==> src/rtl/alu_arbiter.sv <==
// alu_arbiter
// Two-requester arbiter/sequencer in front of one shared combinational ALU.
// One operation is accepted at a time over a valid/ready request handshake.
// The operation is driven to the ALU from registered operands, the ALU result
// is captured, and it is returned on a per-requester valid/ready response.
//
// Ports
//   clk, rst            clock, synchronous active-high reset
//   req_valid/req_ready per-requester request handshake (bit i = requester i)
//   req_op/req_a/req_b  packed payloads, requester 0 in the low slice
//   rsp_valid/rsp_ready per-requester response handshake
//   rsp_data/rsp_zero   shared result bus and zero flag, qualified by rsp_valid
//   alu_s/alu_a/alu_b   registered op select and operands to the ALU
//   alu_f               ALU result
//
// Build option
//   ALU_ARB_FIXED_PRIO_EN  defined: requester 0 always wins simultaneous
//                          requests (no round-robin pointer).
//                          undefined: round-robin between the two requesters.
//
// state | meaning
// ------+-------------------------------------------
// IDLE  | no operation held; arbitrate requests
// EXEC  | ALU inputs stable, F settling (one cycle)
// RESP  | result held until the owner takes it

module alu_arbiter #(
    parameter int W   = 4,
    parameter int OPW = 3
) (
    input  logic             clk,
    input  logic             rst,
    input  logic [1:0]       req_valid,
    output logic [1:0]       req_ready,
    input  logic [2*OPW-1:0] req_op,
    input  logic [2*W-1:0]   req_a,
    input  logic [2*W-1:0]   req_b,
    output logic [1:0]       rsp_valid,
    input  logic [1:0]       rsp_ready,
    output logic [W-1:0]     rsp_data,
    output logic             rsp_zero,
    output logic [OPW-1:0]   alu_s,
    output logic [W-1:0]     alu_a,
    output logic [W-1:0]     alu_b,
    input  logic [W-1:0]     alu_f
);

    typedef enum logic [1:0] {
        ST_IDLE = 2'd0,
        ST_EXEC = 2'd1,
        ST_RESP = 2'd2
    } state_t;

    state_t         r_state;
    state_t         w_state_nxt;
    logic           r_owner;
`ifndef ALU_ARB_FIXED_PRIO_EN
    logic           r_rr_ptr;
`endif
    logic [OPW-1:0] r_alu_s;
    logic [W-1:0]   r_alu_a;
    logic [W-1:0]   r_alu_b;
    logic [W-1:0]   r_rsp_data;
    logic           r_rsp_zero;

    logic           w_gnt_idx;
    logic           w_take;
    logic           w_rsp_hs;

    // Grant selection: a lone requester always wins; on a tie the pointer
    // (or requester 0 in the fixed-priority build) decides.
    always_comb begin
        w_gnt_idx = 1'b0;
        if (req_valid == 2'b10) begin
            w_gnt_idx = 1'b1;
        end else if (req_valid == 2'b11) begin
`ifdef ALU_ARB_FIXED_PRIO_EN
            w_gnt_idx = 1'b0;
`else
            w_gnt_idx = r_rr_ptr;
`endif
        end
    end

    assign w_take   = (r_state == ST_IDLE) && (req_valid != 2'b00);
    assign w_rsp_hs = (r_state == ST_RESP) && rsp_ready[r_owner];

    // State register
    always_ff @(posedge clk) begin
        if (rst) begin
            r_state <= ST_IDLE;
        end else begin
            r_state <= w_state_nxt;
        end
    end

    // Next-state logic
    always_comb begin
        w_state_nxt = r_state;
        case (r_state)
            ST_IDLE: if (w_take)   w_state_nxt = ST_EXEC;
            ST_EXEC:               w_state_nxt = ST_RESP;
            ST_RESP: if (w_rsp_hs) w_state_nxt = ST_IDLE;
            default:               w_state_nxt = ST_IDLE;
        endcase
    end

    // Datapath registers: operands change only on a grant, the result only
    // at the end of EXEC.
    always_ff @(posedge clk) begin
        if (rst) begin
            r_owner    <= 1'b0;
            r_alu_s    <= {OPW{1'b1}};
            r_alu_a    <= '0;
            r_alu_b    <= '0;
            r_rsp_data <= '0;
            r_rsp_zero <= 1'b0;
        end else begin
            if (w_take) begin
                r_owner <= w_gnt_idx;
                r_alu_s <= w_gnt_idx ? req_op[2*OPW-1:OPW] : req_op[OPW-1:0];
                r_alu_a <= w_gnt_idx ? req_a[2*W-1:W]      : req_a[W-1:0];
                r_alu_b <= w_gnt_idx ? req_b[2*W-1:W]      : req_b[W-1:0];
            end
            if (r_state == ST_EXEC) begin
                r_rsp_data <= alu_f;
                r_rsp_zero <= (alu_f == '0);
            end
        end
    end

`ifndef ALU_ARB_FIXED_PRIO_EN
    // Pointer moves away from whoever just completed.
    always_ff @(posedge clk) begin
        if (rst) begin
            r_rr_ptr <= 1'b0;
        end else if (w_rsp_hs) begin
            r_rr_ptr <= ~r_owner;
        end
    end
`endif

    // Outputs
    always_comb begin
        req_ready = 2'b00;
        rsp_valid = 2'b00;
        // Gate with rst so no request appears accepted on a cycle the
        // reset throws away.
        if (!rst && w_take) begin
            req_ready[w_gnt_idx] = 1'b1;
        end
        if (r_state == ST_RESP) begin
            rsp_valid[r_owner] = 1'b1;
        end
    end

    assign rsp_data = r_rsp_data;
    assign rsp_zero = r_rsp_zero;
    assign alu_s    = r_alu_s;
    assign alu_a    = r_alu_a;
    assign alu_b    = r_alu_b;

endmodule
==> config.mk <==
export PLATFORM = sky130hd
export DESIGN_NAME = alu_arbiter
export DESIGN_NICKNAME = d
export VERILOG_FILES = /design/src/rtl/alu_arbiter.sv
export SDC_FILE = /design/constraint.sdc
export NUM_CORES = 1
export LEC_CHECK = 0
export CELL_PAD_IN_SITES_DETAIL_PLACEMENT = 0
export CELL_PAD_IN_SITES_GLOBAL_PLACEMENT = 1
export CORE_UTILIZATION = 29
export CTS_CLUSTER_DIAMETER = 30
export DETAILED_ROUTE_END_ITERATION = 10
export PLACE_DENSITY_LB_ADDON = 0.08
export SLEW_MARGIN = 5
export SYNTH_ARGS = -nofsm -noshare
export SYNTH_HDL_FRONTEND = slang
export SYNTH_SLANG_ARGS = --single-unit
==> constraint.sdc <==
create_clock -name clk -period 2.3 [get_ports clk]
set_clock_uncertainty 0.15 [all_clocks]
set_input_delay 0.345 -clock clk [delete_from_list [all_inputs] [get_ports clk]]
set_output_delay 0.345 -clock clk [all_outputs]
set_load 0.05 [all_outputs]
Word level (Yosys, flattened, before mapping)
Index checks and enable logic that the tools add are counted.
{"block": "word_totals", "regBits": 20, "latchBits": 0, "ramBits": 0, "mem_bits_ro": 0, "input_bits": 32, "out_inout_bits": 20, "mem_count": 0}
{"block": "classes", "add_sub_neg": 0, "multipliers": 0, "div_mod_pow": 0, "n_lt_le_gt_ge": 4, "n_eq_ne": 6, "n_shift": 0, "mux": 16, "bitwise": 1, "reduce_logical": 10}
{"op": "2-bit 2-to-1 mux", "n": 4}
{"op": "4-bit 2-to-1 mux", "n": 2}
{"op": "2-bit equality test (second input constant)", "n": 3}
{"op": "1-bit 2-to-1 mux", "n": 6}
{"op": "2-bit one-hot mux with 3 select lines", "n": 1}
{"op": "1-bit logical AND", "n": 5}
{"op": "4-bit zero test", "n": 1}
{"op": "1-bit by 2-bit < comparator with 1-bit output (second input constant)", "n": 2}
{"op": "2-bit inequality test (second input constant)", "n": 2}
{"op": "3-bit 2-to-1 mux", "n": 1}
{"op": "1-bit demux with 1-bit select", "n": 2}
{"op": "2-bit by 1-bit equality test with 1-bit output (second input constant)", "n": 1}
{"op": "1-bit >= comparator (second input constant)", "n": 2}
{"op": "2-bit zero test", "n": 1}
{"op": "2-bit AND reduction", "n": 1}
{"op": "2-bit nonzero test", "n": 1}
{"op": "1-bit zero test", "n": 1}
{"op": "1-bit NOT", "n": 1}

Logic depth before layout (Yosys ltp)
{"block": "depth", "ltp_word": 8, "depth_mapped": 6, "ltp_nobuf": 4}

Worst setup path after synthesis
Ideal clock, no wire load.
{"block": "synth_path", "path_kind": "register to output", "startpoint": "register r_state[1]", "endpoint": "output port req_ready[1]", "t_arrival_ns": 1.725, "slack_ns": 0.080, "stages_incl_launch_ff": 4, "n_path_buf": 0, "cell_sequence": "dfxtp_1 -> nor2_1 -> o21ai_1 -> nor3_1"}
{"block": "synth_via", "elab_chain_len": 4}
{"element": "from (decl)", "line_no": "54", "rtl": "state_t r_state;"}
{"element": "from (signal assigned)", "line_no": "93", "rtl": "r_state <= w_state_nxt;"}
{"element": "2-bit zero test", "line_no": "85", "rtl": "assign w_take = (r_state == ST_IDLE) && (req_valid != 2'b00);"}
{"element": "1-bit logical AND", "line_no": "85"}
{"element": "1-bit logical AND", "line_no": "149", "rtl": "if (!rst && w_take) begin"}
{"element": "2-bit 2-to-1 mux", "line_no": "149"}
{"element": "to (decl)", "line_no": "34", "rtl": "output logic [1:0] req_ready,"}
Every way passes these cells.

Worst setup path after layout
{"block": "layout_path", "startpoint": "input port req_valid[0]", "endpoint": "output port req_ready[1]"}
{"block": "layout_via", "elab_chain_len": 8}
{"element": "from (decl)", "line_no": "33", "rtl": "input logic [1:0] req_valid,"}
{"element": "2-bit equality test", "line_no": "76", "rtl": "end else if (req_valid == 2'b11) begin"}
{"element": "1-bit 2-to-1 mux", "line_no": "76"}
{"element": "1-bit 2-to-1 mux", "line_no": "74", "rtl": "if (req_valid == 2'b10) begin"}
{"element": "1-bit by 2-bit < comparator with 1-bit output (implied by the code) or 1-bit >= comparator (tied branches)", "line_no": "150", "rtl": "req_ready[w_gnt_idx] = 1'b1;"}
{"element": "1-bit logical AND (implied by the code)", "line_no": "150"}
{"element": "1-bit 2-to-1 mux (implied by the code)", "line_no": "150"}
{"element": "1-bit demux with 1-bit select", "line_no": "150"}
{"element": "2-bit 2-to-1 mux (*)", "line_no": "149"}
Every way passes the cells marked *; elsewhere a longest branch is shown, timed or not.

==> qor.csv <==
stage;metric;value;unit
status;outcome;finished clean;
worst_setup_path;critPathSlowestCell;clkdlybuf4s50_1;
sta;setup_viol;0;
clock_tree;tritoncts;done;
placement;globalplace.congestion;0.709;
clock_tree;cts.root.buffer_cell;clkbuf_4;
worst_setup_path;crit-reg2reg-capture;alu_a[2];
synth;synthSimpleGateAreaFrac;0.255;
synth;synth_nets;138;
global_routing;use_met1;0.174;
placement;hpwlAfterDp;1900;um
cells_and_area;stdcell_area;0.00159;sq mm
power_and_ir_drop;max-vdd-ir-drop;424;uV
sta;fin_crit;2.06;ns
worst_setup_path;rrSetupSlack;0.88;ns
drt;detail_route.drc_violations;0;
synth;yosys-mux-area-fraction;0.0512;
sta;finalSetupTns;0;ns
worst_setup_path;timing.critical_path.slowest_cell_delay;0.48;ns
clock_tree;clock_tree.htree_level_count;1;
power_and_ir_drop;power.density;639;mW/mm^2
run;maxCapViolations;0;
worst_setup_path;worst_setup_path_endpoint;req_ready[1];
placement;placed_cell_area;0.00156;sq mm
placement;portBuffers;51;
worst_setup_path;worst_setup_path_startpoint;req_valid[0];
worst_setup_path;worstSetupPathDepth;5;
synth;syn_area_per_cell;9.22;sq um
sta;report.final.hold_viol_count;0;
synth;synthDistinctLibCells;26;
worst_setup_path;worstRegToRegCells;5;
cells_and_area;multi_input_area;510;sq um
synth;synth_top_family_by_area;simple AND/OR/NAND/NOR gates;
global_routing;global_route.usage.total;0.153;
drt;routed_wirelength;2500;um
sta;maxClockFrequency;484;MHz
clock_tree;path_clk_slew;0.11;ns
worst_hold_path;min_from;rsp_zero;
cells_and_area;syn2layout_area_growth;63.0;%
worst_setup_path;worstPathArrival;1.57;ns
synth;synth_xor_xnor_area_share;0;
power_and_ir_drop;power.leakage;0.630;nW
synth;synth-adder-area-share;0;
worst_hold_path;min-delay-path-class;register to register;
global_routing;grt_pass1_vias;952;
drt;dr_total_vias;955;
worst_setup_path;critPathRequiredTime;1.80;ns
clock_tree;clock_insertion_delay_at_the_later_pin_of_the_skew_report;0.30;ns
synth;synthesized_instance_count;106;
worst_setup_path;cp_cell_sequence;clkdlybuf4s50_1 -> nand2b_4 -> nand2_2 -> nor3_1 -> buf_12;
floorplanning;floorplan.rows;20;
synth;sequential_element_share_of_the_synthesized_area;0.410;
global_routing;grt_use_met3;0.0498;
drt;drt_first_pass_iters;4;
cells_and_area;antenna_cells;0;
floorplanning;die_h;60.1;um
global_routing;grt_max_degree;20;
worst_setup_path;critical_path.endpoint_type;output port;
floorplanning;fp.coreArea;0.00313;sq mm
cells_and_area;n_fill_cell;311;
drt;first_iteration_detailed_routing_drc_count;28;
floorplanning;dieArea;0.00361;sq mm
drt;route.antenna.remaining_nets;0;
clock_tree;cts_num_sinks;20;
synth;ys_seq_elements;20;
clock_tree;clock_path_buffers;2;
synth;ys_warn_count;0;
worst_setup_path;family_of_cells_with_the_greatest_summed_delay_on_the_critical_path;buffers and inverters;
global_routing;wire_length_of_the_first_global_routing_pass;4080;um
worst_setup_path;critical_path.max_fanout;8;
sta;slew_of_the_pin_with_the_lowest_slew_margin;0.505;ns
cells_and_area;finish.net_count;193;
worst_setup_path;r2r_start;r_state[0];
clock_tree;cts_repair_resize_count;0;
worst_setup_path;critPathBufInv;2;
sta;post-route-period-util;0.898;
synth;synth_compound_gate_area_share;0.216;
global_routing;grt_antenna_before_repair;0;
global_routing;use_met2;0.273;
floorplanning;die_x;60.1;um
clock_tree;cts_hold_repair.buffers;0;
global_routing;gr-max-usage-layer;met2;
floorplanning;initial_utilization;0.312;
floorplanning;floorplan.io_pins;52;
worst_setup_path;critical_path_class;input pin to output port;
clock_tree;cts_buffers;3;
sta;grt_setup_unrepaired;false;
sta;holdWs;0.358;ns
drt;vias_per_cell;4.68;
cells_and_area;register_area;400;sq um
cells_and_area;drive_above_1_share;0.169;
global_routing;gr-total-overflow;0;
drt;wl_per_cell;12.2;um
worst_setup_path;worst_setup_sp_type;input pin;
clock_tree;cts_setup_buffers;0;
synth;post_syn_area;977;sq um
sta;timing.slew.headroom;0.663;
sta;maxSlewViolCount;0;
-- stage by stage --
step,instances,total power [W],setup WS (ns),util
floorplan,106,0.000672,0.0805,-
global placement,200,0.000822,0.241,0.498
detailed placement,200,0.000825,0.208,0.498
CTS,204,0.00103,0.211,0.509
global route,204,0.00108,0.148,0.509
finish,204,0.00102,0.235,0.509
-- cell families (layout without fill, tap and decap cells) --
group	Yosys count	in the layout
buffers and inverters	8	62
and+or+nand+nor	52	52
muxes	5	5
AOI/OAI and AO/OA	21	21
DFF	20	20
-- where the power goes --
| part | total (W) | switching [W] | internal [W] | leakage [nW] |
|---|---|---|---|---|
| sequential | 0.000403 | 0.0000207 | 0.000382 | 0.165 |
| clock | 0.000204 | 0.000107 | 0.0000965 | 0.0210 |
| combinational | 0.000410 | 0.000229 | 0.000181 | 0.444 |
| total | 0.00102 | 0.000357 | 0.000660 | 0.630 |
-- worst min path at each step --
stage                 endpoint  slack [ns]  cells after the start
floorplan           r_state[0]        0.27                      1
global placement      rsp_zero        0.32                      2
detailed placement    rsp_zero        0.33                      2
CTS                   rsp_zero        0.36                      2
global route          alu_s[1]        0.40                      2
finish                rsp_zero        0.36                      2
-- registers in the layout, summed over array words and instances (netlist names) --
name      cells
r_rr_ptr      1
r_owner       1
alu_b         4
r_state       2
alu_s         3
rsp_zero      1
rsp_data      4
alu_a         4
-- routing by layer --
metal / share of wire / wire [um] / vias up
met1: 0.43 / 1070 / 437
met5: 0 / 0 / -
li1: - / - / 483
met4: 0.0076 / 19 / 0
met3: 0.067 / 168 / 2
met2: 0.50 / 1240 / 33
-- area by class of cell --
class,count,share of cell area
clock buffer,4,0.0228
multi-input combinational,78,0.321
sequential,20,0.251
tap,44,0.0346
timing repair buffer,58,0.371
-- synthesized netlist by cell type, drive strengths merged --
cell type  instances  area, sq um
mux2i              5         50.1
a211oi             3         27.5
nand2b             2         20.0
o21a               1         7.51
o21ai              1         5.00
a2bb2oi            1         8.76
o21bai             3         22.5
buf                6         58.8
and2               2         12.5
or4                1         7.51
nor2b              2         12.5
nor2              20         75.1
and3               3         23.8
nand2             12         47.6
nor3               1         5.00
a21oi              4         20.0
clkbuf             2         7.51
a311oi             8          120
dfxtp             20          400
nand3              9         45.0
-- worst reg2reg max path, cell delays in order, from the launching register on --
cell	delay (ns)
dfxtp_1	0.35
nor2_1	0.17
o21a_1	0.20
buf_12	0.17
nor2_1	0.07
a311oi_2	0.24
-- cells in the final DEF, fill, tap and decap left out, drive strengths merged --
master,synthesis,routed
a311oi,8,8
nand2b,2,2
and2,2,2
a211oi,3,3
and3,3,3
o21bai,3,3
nor2,20,20
nor2b,2,2
buf,6,11
clkbuf,2,4
nor3,1,1
o21ai,1,1
dfxtp,20,20
o21a,1,1
a2bb2oi,1,1
clkdlybuf4s50,0,47
nand2,12,12
a21oi,4,4
or4,1,1
nand3,9,9
mux2i,5,5
(Power assumes the default switching activity.)
